===== config.mk =====
export PLATFORM = sky130hd
export DESIGN_NAME = fir_decimator
export DESIGN_NICKNAME = d
export VERILOG_FILES = /design/src/rtl/fir_pkg.sv /design/src/rtl/sample_fifo.sv /design/src/rtl/fir_decimator.sv
export SDC_FILE = /design/constraint.sdc
export NUM_CORES = 1
export LEC_CHECK = 0
export BUFFER_PORTS_ARGS = -buffer_cell sky130_fd_sc_hd__buf_2
export CORE_ASPECT_RATIO = 1.25
export CORE_MARGIN = 5
export CORE_UTILIZATION = 60
export DETAILED_ROUTE_END_ITERATION = 12
export PLACE_DENSITY = 0.76
export RECOVER_POWER = 100
export SETUP_SLACK_MARGIN = 0.05
export SYNTH_ARGS = -nofsm -noshare
export SYNTH_HDL_FRONTEND = slang
export SYNTH_HIERARCHICAL = 1
export SYNTH_SLANG_ARGS = --single-unit

===== constraint.sdc =====
create_clock -name clk -period 5.2 [get_ports clk]
set_clock_uncertainty 0.15 [all_clocks]
set_input_delay 0.26 -clock clk [delete_from_list [all_inputs] [get_ports clk]]
set_output_delay 0.26 -clock clk [all_outputs]
set_load 0.1 [all_outputs]

===== src/rtl/fir_pkg.sv =====
// Shared sample type for the fir filter and its downstream stages.
package fir_pkg;
  localparam int SAMPLE_W = 16;
  typedef logic signed [SAMPLE_W-1:0] sample_t;
endpackage


===== src/rtl/sample_fifo.sv =====
// Sample FIFO with wrap-bit pointers; head is combinational from storage.
// Latency: a pushed entry is visible at head the cycle after the push.
// Backpressure: caller must not push when full unless popping in the same cycle.
module sample_fifo
  import fir_pkg::*;
#(
  parameter int DEPTH = 8
) (
  input  logic    clk,
  input  logic    rst,
  input  logic    push,
  input  logic    pop,
  input  sample_t din,
  output sample_t head,
  output logic    full,
  output logic    empty
);
  localparam int AW = $clog2(DEPTH);

  sample_t        mem [DEPTH];
  logic [AW:0]    wr_ptr;
  logic [AW:0]    rd_ptr;
  sample_t        last_q;

  assign empty = (wr_ptr == rd_ptr);
  assign full  = (wr_ptr[AW] != rd_ptr[AW]) && (wr_ptr[AW-1:0] == rd_ptr[AW-1:0]);
  // When empty the head shows the last popped value (0 after reset), never stale storage.
  assign head  = empty ? last_q : mem[rd_ptr[AW-1:0]];

  always_ff @(posedge clk or posedge rst) begin
    if (rst) begin
      wr_ptr <= '0;
      rd_ptr <= '0;
      last_q <= '0;
    end else begin
      if (push) wr_ptr <= wr_ptr + {{AW{1'b0}}, 1'b1};
      if (pop) begin
        rd_ptr <= rd_ptr + {{AW{1'b0}}, 1'b1};
        last_q <= mem[rd_ptr[AW-1:0]];
      end
    end
  end

  always_ff @(posedge clk) begin
    if (push) mem[wr_ptr[AW-1:0]] <= din;
  end
endmodule


===== src/rtl/fir_decimator.sv =====
// Keeps one of every DECIM valid fir samples and queues them on a ready/valid port.
// Latency: kept sample visible one cycle later; FIFO full without a pop drops it and sets overflow.
// Optional drop counter port enabled by FIR_DECIM_DROPCNT_EN.
module fir_decimator
  import fir_pkg::*;
#(
  parameter int DECIM      = 4,
  parameter int FIFO_DEPTH = 8
) (
  input  logic                clk,
  input  logic                rst,
  input  logic                in_valid,
  input  logic [SAMPLE_W-1:0] in_sample,
  output logic                out_valid,
  input  logic                out_ready,
  output logic [SAMPLE_W-1:0] out_sample,
  output logic                overflow
`ifdef FIR_DECIM_DROPCNT_EN
  ,
  output logic [15:0]         drop_cnt
`endif
);
  localparam int PHASE_W = (DECIM > 1) ? $clog2(DECIM) : 1;
  localparam logic [PHASE_W-1:0] PHASE_LAST = PHASE_W'(DECIM - 1);

  logic [PHASE_W-1:0] phase;
  logic               keep;
  logic               pop;
  logic               push;
  logic               drop;
  logic               full;
  logic               empty;
  sample_t            head;

  assign keep      = in_valid && (phase == '0);
  assign out_valid = !empty;
  assign pop       = out_valid && out_ready;
  // A pop frees the slot in the same cycle, so a full FIFO still accepts.
  assign push      = keep && (!full || pop);
  assign drop      = keep && full && !pop;

  always_ff @(posedge clk or posedge rst) begin
    if (rst) begin
      phase <= '0;
    end else if (in_valid) begin
      phase <= (phase == PHASE_LAST) ? '0 : phase + PHASE_W'(1);
    end
  end

  always_ff @(posedge clk or posedge rst) begin
    if (rst) begin
      overflow <= 1'b0;
    end else if (drop) begin
      overflow <= 1'b1;
    end
  end

`ifdef FIR_DECIM_DROPCNT_EN
  always_ff @(posedge clk or posedge rst) begin
    if (rst) begin
      drop_cnt <= '0;
    end else if (drop && (drop_cnt != 16'hFFFF)) begin
      drop_cnt <= drop_cnt + 16'd1;
    end
  end
`endif

  sample_fifo #(
    .DEPTH(FIFO_DEPTH)
  ) u_fifo (
    .clk   (clk),
    .rst   (rst),
    .push  (push),
    .pop   (pop),
    .din   (sample_t'(in_sample)),
    .head  (head),
    .full  (full),
    .empty (empty)
  );

  assign out_sample = head;
endmodule


# After elaboration in Yosys (flattened, before gate mapping)
# Memories as Yosys holds them, arrays and structs flattened.
# Index checks and enable logic that the tools add are counted.
[word_totals]
ff_bits = 27
ramBits = 128
input_bits = 20
out_inout_bits = 18
elab_cells = 28
mem_count = 1
[op_classes]
n_addsub = 3
eq_ne = 4
n_mux = 4
reduce_logical = 11
[memory_table]
columns = ["memory", "depth", "word_bits", "read_ports", "rd_ports_with_merged_regs", "wr", "line_no", "text"]
rows = [
  ["u_fifo.mem", 8, 16, 1, 0, 1, "sample_fifo.sv:20", "sample_t mem [DEPTH];"],
]
[op_table]
columns = ["operator", "count"]
rows = [
  ["two-way mux 16 bit", 1],
  ["adder 4 x 1 -> 4 bit (second input constant)", 2],
  ["logical AND 1 bit", 6],
  ["== test 4 bit", 1],
  ["== test 3 bit", 1],
  ["zero test 1 bit", 3],
  ["adder 2 x 1 -> 2 bit (second input constant)", 1],
  ["== test 2 bit (second input constant)", 1],
  ["zero test 2 bit", 1],
  ["two-way mux 1 bit", 2],
  ["two-way mux 2 bit", 1],
  ["logical OR 1 bit", 1],
  ["inequality test 1 bit", 1],
]

# Logic depth before layout (Yosys ltp)
# Gate-level depths: netlist of run 1.
[depth]
ltp_word = 7
ltp_mapped = 12
depth_no_buf = 8

# Cells and area by module
# The synthesis of run 1 kept the hierarchy.
[modules_own_cells]
columns = ["module", "n_inst", "cells_per_inst", "area_per_inst_um2", "seq_area_each_um2"]
rows = [
  ["sample_fifo", 1, 316, 6054.6, 4444.3],
  ["fir_decimator", 1, 18, 167.7, 75.1],
]

# Worst setup path before layout of run 1
# OpenSTA, ideal clock, no wires.
[synth_timing]
path_type = "register to register"
from = "register u_fifo.rd_ptr[1]"
to = "memory u_fifo/mem[0][0] (netlist name), enable pin"
setup_ns = 0.409
arrival_time_ns = 3.018
required_time_ns = 4.641
path_slack_ns = 1.623
stages_incl_launch_ff = 11
path_buffers = 3
period_less_slack_ns = 3.577
cell_sequence = "dfrtp_1 -> buf_2 -> xnor2_1 -> nand4_1 -> buf_2 -> buf_4 -> inv_1 -> nand2b_1 -> a21oi_1 -> nand2b_1 -> nor3_1"
[synth_via]
elab_chain_cells = 7
word_cells_on_any_way = 10
classes_between = "eq/ne: 2; mux: 2; reduce/logical: 6"
[synth_lines]
columns = ["element", "line_no", "text"]
rows = [
  ["from (decl)", "sample_fifo.sv:22", "logic [AW:0] rd_ptr;"],
  ["from (signal assigned)", "sample_fifo.sv:38", "rd_ptr <= rd_ptr + {{AW{1'b0}}, 1'b1};"],
  ["== test 4 bit", "sample_fifo.sv:25", "assign empty = (wr_ptr == rd_ptr);"],
  ["net empty", "fir_decimator.sv:32", "logic empty;"],
  ["zero test 1 bit", "fir_decimator.sv:36", "assign out_valid = !empty;"],
  ["logical AND 1 bit", "fir_decimator.sv:37", "assign pop = out_valid && out_ready;"],
  ["logical OR 1 bit", "fir_decimator.sv:39", "assign push = keep && (!full || pop);"],
  ["logical AND 1 bit", "fir_decimator.sv:39", ""],
  ["net push", "fir_decimator.sv:29", "logic push;"],
  ["two-way mux 1 bit", "sample_fifo.sv:45", "if (push) mem[wr_ptr[AW-1:0]] <= din;"],
  ["two-way mux 1 bit (implied by the code)", "sample_fifo.sv:45", ""],
  ["to (decl)", "sample_fifo.sv:20", ""],
]
# The timed path passes the listed nets, and every way through them passes these cells.

# Worst setup path after layout of run 1
[layout_timing]
from = "register u_fifo.rd_ptr[0]"
to = "output out_sample[9]"
[layout_via]
elab_chain_cells = 2
word_cells_on_any_way = 3
classes_between = "eq/ne: 1; mux: 1; memory: 1"
[layout_lines]
columns = ["element", "line_no", "text"]
rows = [
  ["memory read (8 x 16 bit) / == test 4 bit (equally long branches)", "n/a", ""],
  ["two-way mux 16 bit (*)", "sample_fifo.sv:28", "assign head = empty ? last_q : mem[rd_ptr[AW-1:0]];"],
  ["to (decl)", "fir_decimator.sv:16", "output logic [SAMPLE_W-1:0] out_sample,"],
]
# Every way passes the cells marked *; elsewhere a longest branch is shown, timed or not.

==> results.toml, run 1 <==
[floorplan]
std_cell_rows = 41
die-area_um2 = 12500
initial_utilization_pct = 61.6
core_um2 = 10100
boundaryPins = 38
chipHeight_um = 124
die_w_um = 101

[drt]
postRouteAntennaNets = 0
detail_route.wirelength_um = 12100
drc = 0
detailroute.via_count = 3113
wl_per_cell_um = 22.3
dr.first_iter.drc_count = 257
dr_pass1_iterations = 4
viasPerCell = 5.74

[final_layout]
areaGrowthSynthToFinish_pct = 16.5
layout.nets = 424
antenna_cells = 0
drive_gt1_share_pct = 20.8

[synth]
yosys_warnings = 6
yosysTopAreaCellShare_pct = 61.8
synthDistinctLibCells = 25
syn_area_um2 = 6220
ys_dominant_reg_cell = "sky130_fd_sc_hd__edfxtp_1"
synth.top_cells.by_area = "sky130_fd_sc_hd__edfxtp_1 62%, sky130_fd_sc_hd__dfrtp_1 11%, sky130_fd_sc_hd__mux4_2 11%"
yosysSeqAreaShare_pct = 72.6
synth_edf_count = 128
synth_fp_nets = 358
average_cell_area_after_synthesis_um2 = 18.6
synth_cells = 334
synth.ff_latch_count = 155
synth-async-reset-ratio_pct = 17.4
post-synth-top-count-cell = "sky130_fd_sc_hd__edfxtp_1"
synthDominantAreaCellType = "sky130_fd_sc_hd__edfxtp_1"
most_instantiated_cells_after_synthesis = "128 x sky130_fd_sc_hd__edfxtp_1, 32 x sky130_fd_sc_hd__mux2i_1, 30 x sky130_fd_sc_hd__mux4_2"

[critical_path]
crit_path_top_delay_cell = "sky130_fd_sc_hd__dfrtp_1"
timing.critical_path.arrival_ps = 3590
timing.critical_path.mode_cell = "sky130_fd_sc_hd__mux2i_1"
worst-endpoint-required_ps = 4790
crit_path_cell_trace = "clkbuf_2 -> mux4_1 -> mux2i_1 -> mux2i_1 -> buf_2"
r2r_path_start = "u_fifo/rd_ptr[0]"
setup.worst_path.end_class = "output port"
worst-setup-path-type = "register to output port"
max_stage_delay_ps = 1060
critPathLaunch = "u_fifo/rd_ptr[0]"
crit_path_start_kind = "register"
worst-path-max-fanout = 19

[clocking]
clk_pin_slew_worst_paths_ps = 60
clock_sinks = 155
cts.path.max_buffers = 2
cts_root_buffer = "sky130_fd_sc_hd__clkbuf_16"
post_cts_buffers = 0
cts.htree.levels = 4
tritoncts.num_buffers = 17
clock_insertion_delay_worst_skew_ps = 410
cts_tree = "yes"

[grt]
globalRouteOverflowTotal = 0
first_pass_grt_wire_length_um = 18900
grt_antenna_before_repair = 0
grt.total_usage_pct = 21.3
grt_start_max_net_pins = 37
via_count_of_the_first_global_routing_pass = 3263

[timing]
finalSetupViolCount = 0
finalWorstPathRequiredPeriod_ps = 4000
timing_hold_violations_final = 0
setup_tns_ps = 0
clock.fmax_mhz = 250
finalMaxSlewViolations = 0
slew-limit-headroom_pct = 20.8
setup_repair_after_global_routing_missed_its_margin = "no"
worst-slew-pin-transition_ps = 1190
timing.final.crit_share_pct = 76.9

[run_status]
outcome = "finished, final reports clean"

[placement]
port_buffers = 37
finalWeightedCongestion = 0.765
hpwlAfterDp_um = 7510

[run]
maxCapViolations = 0

[hold_path]
timing.hold.worst.class = "input pin to async pin"
layer usage:
layer	vias to the layer above	share of wire, %	global-route usage (%)
li1	1409	-	-
met1	1604	42	29.9
met2	94	51	32.9
met3	6	6.9	6.22
met4	0	0.65	6.65
met5	-	0	0
per-stage QoR:
| stage | cell area (um2) | cells | util, % | hold slack, ps | setup WS (ps) |
|---|---|---|---|---|---|
| 2_1_floorplan | 6220 | 334 | - | -136 | 1620 |
| 3_3_place_gp | 6540 | 495 | 64.7 | -13.3 | 2080 |
| 3_5_place_dp | 6540 | 495 | 64.7 | 4.47 | 2000 |
| 4_1_cts | 7290 | 542 | 72.1 | 15.2 | 1690 |
| 5_1_grt | 7250 | 542 | 71.7 | 112 | 871 |
| 6_report | 7250 | 542 | 71.7 | 122 | 1200 |
path summary, 6_finish.rpt:
| check | depth (start not counted) | slack (ps) | endpoint |
|---|---|---|---|
| setup / recovery | 5 | 1200 | out_sample[9] |
| setup reg to reg | 9 | 1590 | u_fifo/mem[0][1] |
| hold / removal | 3 | 120 | phase[1] |
| min in group clk | 1 | 130 | u_fifo/mem[0][5] |
| max in group asynchronous | 3 | 3840 | u_fifo/wr_ptr[3] |
| hold reg to reg | 1 | 350 | overflow |
what timing repair did:
action                                  4_1_cts  5_1_grt
resized for setup                             0        0
endpoints found under the setup margin        0        0
hold buffers                                 15        0
hold endpoints to repair                    117        0
logic make-up (layout without fill, tap and decap cells):
group / count (synthesis) / in the layout / synth area share, %
compound gates: 20 / 20 / 1.71
xor+xnor: 10 / 10 / 1.41
fa+ha+maj: 4 / 4 / 0.804
buf+inv: 40 / 119 / 3.50
flops: 155 / 155 / 72.6
mux: 66 / 66 / 17.2
simple gates: 39 / 39 / 2.73
sequential cells by signal, summed over array words and instances (netlist names):
name	flops
u_fifo/mem	128
u_fifo/last_q	16
phase	2
u_fifo/rd_ptr	4
u_fifo/wr_ptr	4
overflow	1
cell type report:
class                   instances  area [um2]
clock buffers                  28         551
flip-flops and latches        155        4520
repair buffers                 64         395
inverters                      23        86.3
clock inverters                 4        48.8
fillers                       591        2860
well taps                     129         161
multi-input cells             139        1490
cells in the final DEF, fill, tap and decap left out, types with 2 or more instances in the layout:
cell type                       Yosys  routed
sky130_fd_sc_hd__dlygate4sd3_1      0      15
sky130_fd_sc_hd__clkbuf_1           4      28
sky130_fd_sc_hd__xor2_1             3       3
sky130_fd_sc_hd__xnor2_1            7       7
sky130_fd_sc_hd__edfxtp_1         128     128
sky130_fd_sc_hd__o21ai_0            2       2
sky130_fd_sc_hd__buf_4              1      11
sky130_fd_sc_hd__nand2_1            6       6
sky130_fd_sc_hd__a21oi_1           17      17
sky130_fd_sc_hd__mux4_2            30      30
sky130_fd_sc_hd__nand2b_1           4       4
sky130_fd_sc_hd__buf_2              7      15
sky130_fd_sc_hd__clkinv_2           0       2
sky130_fd_sc_hd__mux2_2             2       2
sky130_fd_sc_hd__nand4_1            2       2
sky130_fd_sc_hd__ha_1               4       4
sky130_fd_sc_hd__dfrtp_1           27      27
sky130_fd_sc_hd__inv_1             23      23
sky130_fd_sc_hd__clkbuf_8           0       2
sky130_fd_sc_hd__nor3_1             2       2
sky130_fd_sc_hd__mux2i_1           32      32
sky130_fd_sc_hd__mux4_1             2       2
sky130_fd_sc_hd__clkbuf_16          0      20
sky130_fd_sc_hd__nor2_1            23      23
worst max-delay path, delay by kind of cell, from the launching register on:
family   cells  cell delay, ps
buf+inv      2            1020
flops        1            1060
mux          3            1090
Power of run 1 is left out: the tool's default activity adds up to more than one toggle a clock period on the data nets, which glitch-free logic cannot reach.
==> run 2, diff against run 1 <==
- clock period: 5.2 -> 4 ns (I/O delays scaled with it)
==> results.toml, run 2 (synthesized netlist as in run 1, its figures left out) <==
[drt]
dr.first_iter.drc_count = 239
drc = 0
detailroute.via_count = 3201
dr_pass1_iterations = 4
wl_per_cell_um = 21.9
detail_route.wirelength_um = 12100
viasPerCell = 5.77
postRouteAntennaNets = 0

[clocking]
cts.htree.levels = 4
cts-resized-gates = 0
cts_root_buffer = "sky130_fd_sc_hd__clkbuf_16"
cts_tree = "yes"
clock_insertion_delay_worst_skew_ps = 420
clk_pin_slew_worst_paths_ps = 60
tritoncts.num_buffers = 17
cts.path.max_buffers = 2
clock_sinks = 155

[placement]
port_buffers = 37
hpwlAfterDp_um = 7230
finalWeightedCongestion = 0.783

[final_layout]
drive_gt1_share_pct = 19.0
layout_common_cells = "128 x sky130_fd_sc_hd__edfxtp_1, 43 x sky130_fd_sc_hd__clkbuf_1, 32 x sky130_fd_sc_hd__mux2i_1, 30 x sky130_fd_sc_hd__mux4_2, 26 x sky130_fd_sc_hd__dfrtp_1"
final_common_cell = "sky130_fd_sc_hd__edfxtp_1"
areaGrowthSynthToFinish_pct = 16.9
largest_register_ff_count = 128
layout.nets = 437
antenna_cells = 0

[timing]
slew-limit-headroom_pct = 16.3
setup_tns_ps = 0
finalMaxSlewViolations = 0
finalSetupViolCount = 0
timing.final.crit_share_pct = 82.9
clock.fmax_mhz = 302
timing_hold_violations_final = 0
setup_repair_after_global_routing_missed_its_margin = "no"
finalWorstPathRequiredPeriod_ps = 3320
worst-slew-pin-transition_ps = 1260

[hold_path]
timing.hold.worst.class = "input pin to async pin"

[critical_path]
path_delay_family = "buffers and inverters"
critPathBufInv = 2
timing.critical_path.mode_cell = "sky130_fd_sc_hd__nand2b_1"
setup.worst_path.end_class = "register"
crit_path_top_delay_cell = "sky130_fd_sc_hd__clkbuf_1"
max_stage_delay_ps = 720
worst-path-max-fanout = 16
crit_path_cell_trace = "xnor2_1 -> nand4_1 -> inv_1 -> nand2b_1 -> a21oi_1 -> nand2b_1 -> nor2_1 -> clkbuf_1"
worst-setup-path-type = "register to register"
timing.critical_path.arrival_ps = 3200
worst-endpoint-required_ps = 3890
crit_path_start_kind = "register"

[grt]
globalRouteOverflowTotal = 0
grt_antenna_before_repair = 0
grt_start_max_net_pins = 36
via_count_of_the_first_global_routing_pass = 3504
first_pass_grt_wire_length_um = 19400
grt.total_usage_pct = 21.8

[run]
maxCapViolations = 0

[floorplan]
boundaryPins = 38
initial_utilization_pct = 61.6
die_w_um = 101
std_cell_rows = 41
die-area_um2 = 12500
chipHeight_um = 124
core_um2 = 10100

[run_status]
outcome = "finished, final reports clean"
[run 2: worst reg2reg max path, cell delays in order (launching register included)]
cell and delay [ps]:
sky130_fd_sc_hd__dfrtp_2 690, sky130_fd_sc_hd__xnor2_1 160, sky130_fd_sc_hd__nand4_1 110, sky130_fd_sc_hd__inv_1 60
sky130_fd_sc_hd__nand2b_1 170, sky130_fd_sc_hd__a21oi_1 450, sky130_fd_sc_hd__nand2b_1 220, sky130_fd_sc_hd__nor2_1 190
sky130_fd_sc_hd__clkbuf_1 720
[run 2: metal layers]
| metal | track usage [%] | vias to the layer above | routed length [um] |
|---|---|---|---|
| met3 | 6.33 | 20 | 749 |
| li1 | - | 1440 | - |
| met2 | 36.2 | 113 | 6490 |
| met5 | 0 | - | 0 |
| met1 | 27.4 | 1628 | 4670 |
| met4 | 8.15 | 0 | 228 |
[run 2: final timing paths]
| path | startpoint | end | slack (ps) | cells past startpoint |
|---|---|---|---|---|
| setup / recovery | u_fifo/rd_ptr[0] | u_fifo/mem[6][2] | 680 | 8 |
| hold reg to reg | overflow | overflow | 340 | 1 |
| min in group clk | out_ready | overflow | 70 | 3 |
| hold / removal | rst | phase[0] | 60 | 3 |
| max in group asynchronous | rst | u_fifo/rd_ptr[0] | 2030 | 4 |
| setup reg to reg | u_fifo/rd_ptr[0] | u_fifo/mem[6][2] | 680 | 8 |
[run 2: final cells by class]
class / count / area [um2]
sequential: 155 / 4520
tap: 129 / 161
multi-input combinational: 139 / 1490
timing repair buffer: 77 / 433
clock inverter: 13 / 144
inverter: 23 / 86.3
fill: 607 / 2830
clock buffer: 19 / 443
[run 2: metrics by stage]
| stage | instance area, um2 | std cells | hold slack (ps) | utilization, % | setup slack, ps |
|---|---|---|---|---|---|
| finish | 7270 | 555 | 62.1 | 72.0 | 683 |
| global route | 7270 | 555 | 63.1 | 72.0 | 388 |
| global placement | 6610 | 505 | -65.4 | 65.4 | 1240 |
| floorplan | 6220 | 334 | -196 | - | 423 |
| CTS | 7380 | 555 | 46.5 | 73.0 | 749 |
| detailed placement | 6610 | 505 | -63.9 | 65.4 | 1200 |
[run 2: repair_timing]
action / in CTS / in global routing
buffers inserted: 0 / 0
hold buffers: 18 / 0
endpoints found under the hold margin: 158 / 0
Power of run 2 is left out for the same reason.
==> run 3, diff against run 2 <==
- CORE_UTILIZATION: 60 -> 54
- PLACE_DENSITY: 0.76 -> 0.72
- clock period: 4 -> 2.7 ns (I/O delays scaled with it)
==> results.toml, run 3 (synthesized netlist as in run 1, its figures left out) <==
[run_status]
outcome = "finished, final reports clean"

[clocking]
clk_pin_slew_worst_paths_ps = 60
cts_tree = "yes"
tritoncts.num_buffers = 17
post_cts_buffers = 0
cts_root_buffer = "sky130_fd_sc_hd__clkbuf_16"
clock_sinks = 155
cts.htree.levels = 4
clock_insertion_delay_worst_skew_ps = 410
cts.path.max_buffers = 2

[critical_path]
crit_path_start_kind = "register"
setup.worst_path.end_class = "output port"
path_delay_family = "multiplexers"
timing.reg2reg.setup_slack_ps = 190
critPathBufInv = 2
max_stage_delay_ps = 530
worst-endpoint-required_ps = 2410
r2r.worst_path.cells = 8
worst-setup-path-type = "register to output port"
crit_path_top_delay_cell = "sky130_fd_sc_hd__mux4_2"
regToRegEndpoint = "u_fifo/mem[1][3]"
crit_path_cell_trace = "buf_6 -> mux4_2 -> mux2i_1 -> mux2i_1 -> clkbuf_4"
r2r_path_start = "u_fifo/wr_ptr[2]"
timing.critical_path.mode_cell = "sky130_fd_sc_hd__mux2i_1"
worst-path-max-fanout = 12
timing.critical_path.arrival_ps = 2270

[timing]
timing.final.crit_share_pct = 94.5
setup_repair_after_global_routing_missed_its_margin = "yes"
finalSetupViolCount = 0
finalMaxSlewViolations = 0
timing_hold_violations_final = 0
slew-limit-headroom_pct = 22.2
finalWorstPathRequiredPeriod_ps = 2550
worst-slew-pin-transition_ps = 1170
holdWs_ps = 297
clock.fmax_mhz = 392

[final_layout]
layout.nets = 437
fillCellCount = 773
final_common_cell = "sky130_fd_sc_hd__edfxtp_1"
areaGrowthSynthToFinish_pct = 21.1
largest_register_ff_count = 128
layout_common_cells = "128 x sky130_fd_sc_hd__edfxtp_1, 32 x sky130_fd_sc_hd__mux2i_1, 30 x sky130_fd_sc_hd__mux4_2, 25 x sky130_fd_sc_hd__clkbuf_1, 25 x sky130_fd_sc_hd__dfrtp_1"
antenna_cells = 0
drive_gt1_share_pct = 24.6

[floorplan]
core_um2 = 11200
chipHeight_um = 130
die-area_um2 = 13800
die_w_um = 106
std_cell_rows = 43
boundaryPins = 38
initial_utilization_pct = 55.6

[run]
maxCapViolations = 0

[placement]
port_buffers = 37
finalWeightedCongestion = 0.722
hpwlAfterDp_um = 7080

[grt]
via_count_of_the_first_global_routing_pass = 3630
grt_start_max_net_pins = 36
grt.total_usage_pct = 19.6
globalRouteOverflowTotal = 0
first_pass_grt_wire_length_um = 19500
grt_antenna_before_repair = 0

[drt]
drc = 0
viasPerCell = 5.75
dr_pass1_iterations = 4
dr.first_iter.drc_count = 199
wl_per_cell_um = 21.8
postRouteAntennaNets = 0
detail_route.wirelength_um = 12200
detailroute.via_count = 3226

[hold_path]
timing.hold.worst.class = "input pin to async pin"
run 3: repair_timing:
action / in CTS / in global routing
resized for setup: 0 / 2
hold buffers: 20 / 0
setup endpoints to repair: 0 / 7
endpoints found under the hold margin: 151 / 0
run 3: worst max-delay path by stage:
stage	startpoint	end	slack [ps]	cells past startpoint
after floorplan	u_fifo/rd_ptr[1]	out_sample[10]	-240	6
after global placement	u_fifo/wr_ptr[2]	u_fifo/mem[0][10]	410	8
after detailed placement	u_fifo/wr_ptr[2]	u_fifo/mem[0][14]	320	8
after CTS	u_fifo/rd_ptr[0]	out_sample[5]	80	5
after global routing	u_fifo/wr_ptr[2]	u_fifo/mem[5][14]	20	8
final	u_fifo/rd_ptr[0]	out_sample[5]	150	5
run 3: cell type report:
| type | count | area [um2] | share of cell area (%) |
|---|---|---|---|
| Sequential cell | 155 | 4520 | 60.0 |
| Multi-Input combinational cell | 139 | 1530 | 20.3 |
| Timing Repair Buffer | 77 | 607 | 8.05 |
| Clock buffer | 20 | 447 | 5.93 |
| Clock inverter | 12 | 171 | 2.27 |
| Tap cell | 135 | 169 | 2.24 |
| Inverter | 23 | 86.3 | 1.15 |
run 3: stage by stage:
stage	utilization, %	instances	cell area (um2)	setup WS [ps]	setup TNS, ps
final	67.3	561	7530	148	0
after global routing	67.3	561	7530	17.8	0
after CTS	69.3	561	7750	83.4	0
after detailed placement	62.0	509	6930	323	0
after global placement	62.0	509	6930	407	0
after floorplan	-	334	6310	-238	-3590
run 3: layer usage:
metal  global-route usage, %  share of wire (%)  up-vias
li1                        -                  -     1436
met1                    24.5                 41     1686
met2                    33.7                 53       83
met3                    4.01                3.8       21
met4                    8.31                2.0        0
met5                       0                  0        -
run 3: tightest hold or removal path, delay by kind of cell:
kind / cells / cell delay, ps
buf+inv: 3 / 1280
Power of run 3 is left out for the same reason.
